--- config.mk ---
export PLATFORM = sky130hd
export DESIGN_NAME = enc_store_ctrl
export DESIGN_NICKNAME = d
export VERILOG_FILES = /design/src/rtl/enc_pkg.sv /design/src/rtl/enc_store_scoreboard.sv /design/src/rtl/enc_store_ctrl.sv
export SDC_FILE = /design/constraint.sdc
export NUM_CORES = 1
export LEC_CHECK = 0
export BUFFER_PORTS_ARGS = -buffer_cell sky130_fd_sc_hd__buf_2
export CORE_AREA = 2 2 71 46
export CTS_CLUSTER_SIZE = 16
export DETAILED_ROUTE_END_ITERATION = 16
export DIE_AREA = 0 0 73 48
export HOLD_SLACK_MARGIN = 0.02
export PLACE_DENSITY = 0.75
export SETUP_SLACK_MARGIN = 0.02
export SLEW_MARGIN = 10
export SYNTH_ARGS = -nofsm -noshare
export SYNTH_HDL_FRONTEND = slang
export SYNTH_SLANG_ARGS = --single-unit
--- constraint.sdc ---
create_clock -name clk -period 2 [get_ports clk]
set_input_delay 0 -clock clk [delete_from_list [all_inputs] [get_ports clk]]
set_output_delay 0 -clock clk [all_outputs]
set_load 0.1 [all_outputs]
--- src/rtl/enc_pkg.sv ---
// Shared types for the encrypt-and-store controller: FSM state enum,
// number width, legal rotate-step bounds and the one-hot address decode.
package enc_pkg;

  localparam int ENC_NUM_W = 4;
  localparam int ENC_MAP_W = 1 << ENC_NUM_W;
  localparam int ROT_MIN   = 1;
  localparam int ROT_MAX   = 3;
  localparam int ROT_CNT_W = 2;

  typedef enum logic [2:0] {
    IDLE,
    LOAD,
    ROTATE,
    SETTLE,
    WRITE,
    DONE
  } enc_state_t;

  function automatic logic [ENC_MAP_W-1:0] onehot(
    input logic [ENC_NUM_W-1:0] idx
  );
    logic [ENC_MAP_W-1:0] r;
    r      = '0;
    r[idx] = 1'b1;
    return r;
  endfunction

endpackage

--- src/rtl/enc_store_scoreboard.sv ---
// Written-entry map for the store memory: set on write, clear on clr,
// and (with ENC_STORE_CTRL_WRITE_PROTECT_EN) block writes to written entries.
// Ports: clk_i, reset_i, clr_i, wr_i (WRITE state), idx_i (entry),
//        map_o (valid map), blocked_o (write suppressed this cycle).
module enc_store_scoreboard
  import enc_pkg::*;
#(
  parameter int NUM_W = ENC_NUM_W
) (
  input  logic                    clk_i,
  input  logic                    reset_i,
  input  logic                    clr_i,
  input  logic                    wr_i,
  input  logic [NUM_W-1:0]        idx_i,
  output logic [(1<<NUM_W)-1:0]   map_o,
  output logic                    blocked_o
);

  logic [(1<<NUM_W)-1:0] map_q;
  logic [(1<<NUM_W)-1:0] map_d;

`ifdef ENC_STORE_CTRL_WRITE_PROTECT_EN
  // Decided on the pre-clear map, so a same-cycle clr cannot unblock.
  assign blocked_o = map_q[idx_i];
`else
  assign blocked_o = 1'b0;
`endif

  // Clear first, then set: a write in the clr cycle survives.
  always_comb begin
    map_d = clr_i ? '0 : map_q;
    if (wr_i && !blocked_o) begin
      map_d = map_d | onehot(idx_i);
    end
  end

  always_ff @(posedge clk_i) begin
    if (reset_i) begin
      map_q <= '0;
    end else begin
      map_q <= map_d;
    end
  end

  assign map_o = map_q;

endmodule

--- src/rtl/enc_store_ctrl.sv ---
// Sequencer for the encrypt-and-store datapath: load, rotate, settle, write.
// Ports: clk, reset, in_valid/in_ready/in_num/in_key job handshake, clr,
//        reg_en, rot_en, num_q, key_q, mem_we, mem_addr, busy, done, err,
//        valid_map. Optional macro: ENC_STORE_CTRL_WRITE_PROTECT_EN.
module enc_store_ctrl
  import enc_pkg::*;
#(
  parameter int ROT_STEPS = 1,
  parameter int NUM_W     = ENC_NUM_W
) (
  input  logic                  clk,
  input  logic                  reset,
  input  logic                  in_valid,
  output logic                  in_ready,
  input  logic [NUM_W-1:0]      in_num,
  input  logic [NUM_W-1:0]      in_key,
  input  logic                  clr,
  output logic                  reg_en,
  output logic                  rot_en,
  output logic [NUM_W-1:0]      num_q,
  output logic [NUM_W-1:0]      key_q,
  output logic                  mem_we,
  output logic [(1<<NUM_W)-1:0] mem_addr,
  output logic                  busy,
  output logic                  done,
  output logic                  err,
  output logic [(1<<NUM_W)-1:0] valid_map
);

  // Out-of-range step counts are clamped to the legal window.
  localparam int ROT_N = (ROT_STEPS < ROT_MIN) ? ROT_MIN :
                         (ROT_STEPS > ROT_MAX) ? ROT_MAX : ROT_STEPS;

  enc_state_t           state_q, state_d;
  logic [ROT_CNT_W-1:0] cnt_q, cnt_d;
  logic [NUM_W-1:0]     num_d, key_d;
  logic                 wr;
  logic                 blocked;

  always_comb begin
    state_d = state_q;
    cnt_d   = cnt_q;
    num_d   = num_q;
    key_d   = key_q;
    unique case (state_q)
      IDLE: begin
        if (in_valid) begin
          num_d   = in_num;
          key_d   = in_key;
          state_d = LOAD;
        end
      end
      LOAD: begin
        cnt_d   = ROT_CNT_W'(ROT_N - 1);
        state_d = ROTATE;
      end
      ROTATE: begin
        if (cnt_q == '0) begin
          state_d = SETTLE;
        end else begin
          cnt_d = cnt_q - 1'b1;
        end
      end
      SETTLE:  state_d = WRITE;
      WRITE:   state_d = DONE;
      DONE:    state_d = IDLE;
      default: state_d = IDLE;
    endcase
  end

  always_ff @(posedge clk) begin
    if (reset) begin
      state_q <= IDLE;
      cnt_q   <= '0;
      num_q   <= '0;
      key_q   <= '0;
    end else begin
      state_q <= state_d;
      cnt_q   <= cnt_d;
      num_q   <= num_d;
      key_q   <= key_d;
    end
  end

  assign wr       = (state_q == WRITE);
  assign in_ready = (state_q == IDLE);
  assign busy     = (state_q != IDLE);
  assign reg_en   = (state_q == LOAD);
  assign rot_en   = (state_q == ROTATE);
  assign done     = (state_q == DONE);
  assign mem_we   = wr && !blocked;
  assign err      = wr && blocked;
  assign mem_addr = mem_we ? onehot(num_q) : '0;

  enc_store_scoreboard #(
    .NUM_W (NUM_W)
  ) u_sb (
    .clk_i     (clk),
    .reset_i   (reset),
    .clr_i     (clr),
    .wr_i      (wr),
    .idx_i     (num_q),
    .map_o     (valid_map),
    .blocked_o (blocked)
  );

endmodule
### After elaboration in Yosys (flattened, before gate mapping)

Cells that the tools add are included.

* $add $sub $neg: 1
* magnitude comparators: 2
* equal/unequal tests: 8
* muxes and demuxes: 10
* bitwise logic cells: 1
* reductions and logical operators: 8

Operator list (number)
* $mux 16: 3
* $or 16x16->16: 1
* $pmux 3 s5: 1
* $eq 3x2->1 const B: 2
* $eq 3x3->1 const B: 2
* $mux 3: 2
* $reduce_and 2->1: 3
* $lt 4x5->1 const B: 1
* $demux 1 s4: 1
* $ge 4x1->1 const B: 1
* $ne 2x2->1 const B: 2
* $pmux 2 s2: 1
* $eq 3x1->1 const B: 1
* $logic_not 3->1: 1
* $reduce_bool 3->1: 1
* $logic_not 2->1: 1
* $mux 2: 1
* $ne 2x1->1 const B: 1
* $reduce_bool 2->1: 1
* $sub 2x1->2 const B: 1
* $logic_and 1x1->1: 1
* $mux 1: 1

* register bits: 29
* input port bits: 12

### Longest topological paths before layout

* word-level depth: 6
* mapped depth: 5
* gate-level depth less buffers: 5

### Modules after synthesis

Synthesis repeated with hierarchy kept, for this count alone.

* cells, all modules: 165
* area, all modules: 1392.6 µm²

Modules (own cells, without submodules)
* enc_store_ctrl: instances 1, cells an instance 103, area each 732.0 µm², seq. area each 260.2 µm²
* enc_store_scoreboard: instances 1, cells an instance 62, area each 660.6 µm², seq. area each 320.3 µm²

### Worst setup path after synthesis

No wires, ideal clock.

* path type: reg2reg
* start point: register state_q[2]
* end point: register state_q[2]
* arrival: 2.985 ns
* required time: 1.924 ns
* slack: -1.061 ns
* cell stages (with the launch flop): 5
* buffers on the path: 1
* period minus slack after synthesis: 3.061 ns
* cells stage by stage: dfxtp_1 -> buf_2 -> nor3b_1 -> a21oi_1 -> nor2_1

* elaborated cells between the ends (all ways): 9
* those cells by class: 6 x eq/ne; 1 x mux; 2 x reduce/logical

RTL lines
* start, declared: line enc_store_ctrl.sv:34 `enc_state_t state_q, state_d;`
* start signal, assigned: line enc_store_ctrl.sv:78 `state_q <= state_d;`
* $eq 3x3->1
* via mem_we: line enc_store_ctrl.sv:22 `output logic mem_we,`
* $pmux 3 s5: line enc_store_ctrl.sv:45 `unique case (state_q)`

The timed path passes the listed nets, and every way through them passes these cells.
A chain may end at the register's enable or synchronous reset.

### Worst setup path in the final report

* start point: register state_q[1]
* end point: output port mem_addr[7]

* word-level cells in the longest chain between the ends: 2

RTL lines
* $eq 3x3->1: line enc_store_ctrl.sv:85 `assign wr = (state_q == WRITE);`
* $mux 16: line enc_store_ctrl.sv:93 `assign mem_addr = mem_we ? onehot(num_q) : '0;`
* end, declared: line enc_store_ctrl.sv:23 `output logic [(1<<NUM_W)-1:0] mem_addr,`

Every way passes these cells.

==> results.sh <==
export IMPL_outcome="finished clean"
export IMPL_clock_skew_ps=2.820
export IMPL_die_area_um2=3504
export IMPL_worst_path_largest_cell_delay_ps=450
export IMPL_hold_viol=0
export IMPL_io_pins=59
export IMPL_hold_depth=2
export IMPL_wl_per_cell_um=13.71
export IMPL_setup_viol_count_final=0
export IMPL_relSlewSlack=0.3691
export IMPL_initial_core_util=0.4336
export IMPL_layout_drive_gt1_share=0.4279
export IMPL_crit_fanout=13
export IMPL_path_buf_inv=1
export IMPL_area_growth_pct=62.13
export IMPL_worst_pin_slew_ps=942.8
export IMPL_grt_pass1_wl_mm=5.485
export IMPL_fin_setup_tns_ps=0
export IMPL_totalWireLength_mm=3.510
export IMPL_tritoncts="yes"
export IMPL_synth_seq_cells=29
export IMPL_final_cell_mix="41 x buf_2, 39 x nand2_1, 24 x dfxtp_1"
export IMPL_grt_max_degree=17
export IMPL_antenna_cells=0
export IMPL_syn_inst=156
export IMPL_yosys_top_cells_area="dfxtp_1 48%, nand2_1 12%, o21ai_0 6.6%"
export IMPL_final_max_slew_viol_count=0
export IMPL_timing_hold_ws_ps=81.10
export IMPL_p_leak_uw=0.0008172
export IMPL_fillers=223
export IMPL_hold_class="in2reg"
export IMPL_grt_pass1_vias=1221
export IMPL_ant_nets=0
export IMPL_power_density_nw_per_um2=880.1
export IMPL_synth_cell_types=28
export IMPL_netlist_area_leader_share=0.4788
export IMPL_path_delay_family="simple AND/OR/NAND/NOR gates"
export IMPL_start_kind="flip-flop"
export IMPL_cp_slowest_cell="dfxtp_1"
export IMPL_gr_total_overflow=0
export IMPL_grtUsageTotal=0.2162
export IMPL_synthesis_nets=169
export IMPL_clockBufferDepth=2
export IMPL_clk_pin_slew_worst_paths_ps=60
export IMPL_drc=0
export IMPL_syn_area_um2=1212
export IMPL_vias=1310
export IMPL_core_area_um2=2796
export IMPL_cts_buffers=5
export IMPL_ys_seq_area_frac=0.4788
export IMPL_clk_latency_ps=280
export IMPL_min_to="state_q[2]"
export IMPL_final_common_cell="buf_2"
export IMPL_drt_iter0_drc=51
export IMPL_worstHoldStart="reset"
export IMPL_routed_via_density=5.117
export IMPL_rsz0062_at_grt="false"
export IMPL_multi_input_area_um2=703.2
export IMPL_timing_rr_start="state_q[1]"
export IMPL_std_cell_rows=15
export IMPL_worstPathArrival_ps=1850
export IMPL_firstDrtPassIters=4
export IMPL_crit_path_end_kind="primary output"
export IMPL_port_buffers=57
export IMPL_die_w_um=73
export IMPL_period_needed_ps=1846
export IMPL_rr_endpoint="cnt_q[1]"
export IMPL_critPathRequiredTime_ps=2000
export IMPL_clkSinkCount=29
export IMPL_cts_root_buf="clkbuf_8"
export IMPL_antenna_found_initial=0
export IMPL_cts_setup_buffers=0
export IMPL_synth_top_area_cell="dfxtp_1"
export IMPL_dp_hpwl_mm=2.521
export IMPL_maxCapViolations=0
export IMPL_path_cells="nor3b_1 > nand2_1 > nor2_4 > clkbuf_4"
export IMPL_place_congestion=0.7430
export IMPL_ys_warn_count=0
export IMPL_fmaxAchievable_mhz=541.6
export IMPL_htree_num_levels=2
export IMPL_peakVddDrop_v=0.0005295
export IMPL_crit_type="reg2out"
export IMPL_fin_nets=234
export IMPL_synth_area_per_cell_um2=7.772
export IMPL_die_h_um=48
export IMPL_r2r_setup_slack_ps=450
export IMPL_fin_crit_sh=0.9232
export IMPL_worstRegToRegCells=3
export IMPL_seq_area_um2=586.8
## metal layers
metal  part of all wire  up-vias  track usage
met4              0.011        0       0.1000
met5                  0        -            0
met3              0.046        5      0.07158
met2               0.50       31       0.3766
li1                   -      639            -
met1               0.44      635       0.2497
## power breakdown
group,total (µW),internal [µW],switching (µW),leakage [µW]
registers,653,607,45.9,0.000237
logic,547,107,440,0.000526
clock network,530,310,220,0.0000542
total,1730,1020,706,0.000817
## what timing repair did
action	in CTS	in global routing
endpoints found under the hold margin	8	0
gates resized for setup	0	9
endpoints found under the setup margin	0	9
hold buffers	8	0
## metrics by stage
stage	power, µW	std cells	setup WS (ps)	utilization	area [µm²]
after floorplan	1117	156	-21.86	-	1345
after global placement	1185	240	399.2	0.6304	1763
after detailed placement	1195	240	367.2	0.6304	1763
after CTS	1732	256	52.51	0.6953	1944
after global routing	1784	256	26.55	0.7029	1966
final	1730	256	153.6	0.7029	1966
## cell usage after synthesis
cell type and n:
ha_1 1, or3b_2 1, buf_4 1, or4b_4 1, or2_2 1, or2_0 1, clkbuf_1 4, nor4b_4 1
a21oi_1 11, nor2b_1 4, inv_1 4, nor4bb_1 1, conb_1 1, nor3_1 2, nor2_1 20, nand3_1 4
o21ai_0 16, dfxtp_1 29, nor3b_1 2, or4b_1 1, nand2_1 39, xnor2_1 1, buf_2 3, a2bb2oi_1 1
nor4b_1 1, nand2b_1 3, and2_1 1, or3_1 1
## layout make-up
class / instances / area share
Clock buffer: 7 / 0.04901
Clock inverter: 1 / 0.002546
Inverter: 4 / 0.009548
Multi-Input combinational cell: 115 / 0.3577
Sequential cell: 29 / 0.2985
Tap cell: 34 / 0.02164
Timing Repair Buffer: 66 / 0.2610
## how the worst max path moves through the flow
| stage | depth (start not counted) | slack [ps] | startpoint | to |
|---|---|---|---|---|
| after floorplan | 4 | -20 | state_q[2] | state_q[2] |
| after global placement | 3 | 400 | state_q[0] | reg_en |
| after detailed placement | 4 | 370 | state_q[1] | mem_addr[7] |
| after CTS | 4 | 50 | state_q[1] | mem_addr[7] |
| after global routing | 4 | 30 | state_q[1] | mem_addr[7] |
| final | 4 | 150 | state_q[1] | mem_addr[7] |
## logic make-up after synthesis
| kind of cell | synth area share |
|---|---|
| AOI/OAI and AO/OA | 0.1187 |
| other | 0.003093 |
| xor gates and xnor gates | 0.007225 |
| adders and majority gates | 0.01032 |
| and+or+nand+nor | 0.3385 |
| DFF | 0.4788 |
| buffers and inverters | 0.04334 |
## registers in the layout (all words and copies together), names as in the netlist
name / cells
key_q: 4
state_q: 3
num_q: 4
cnt_q: 2
u_sb.map_o: 16
(Power assumes the default switching activity.)
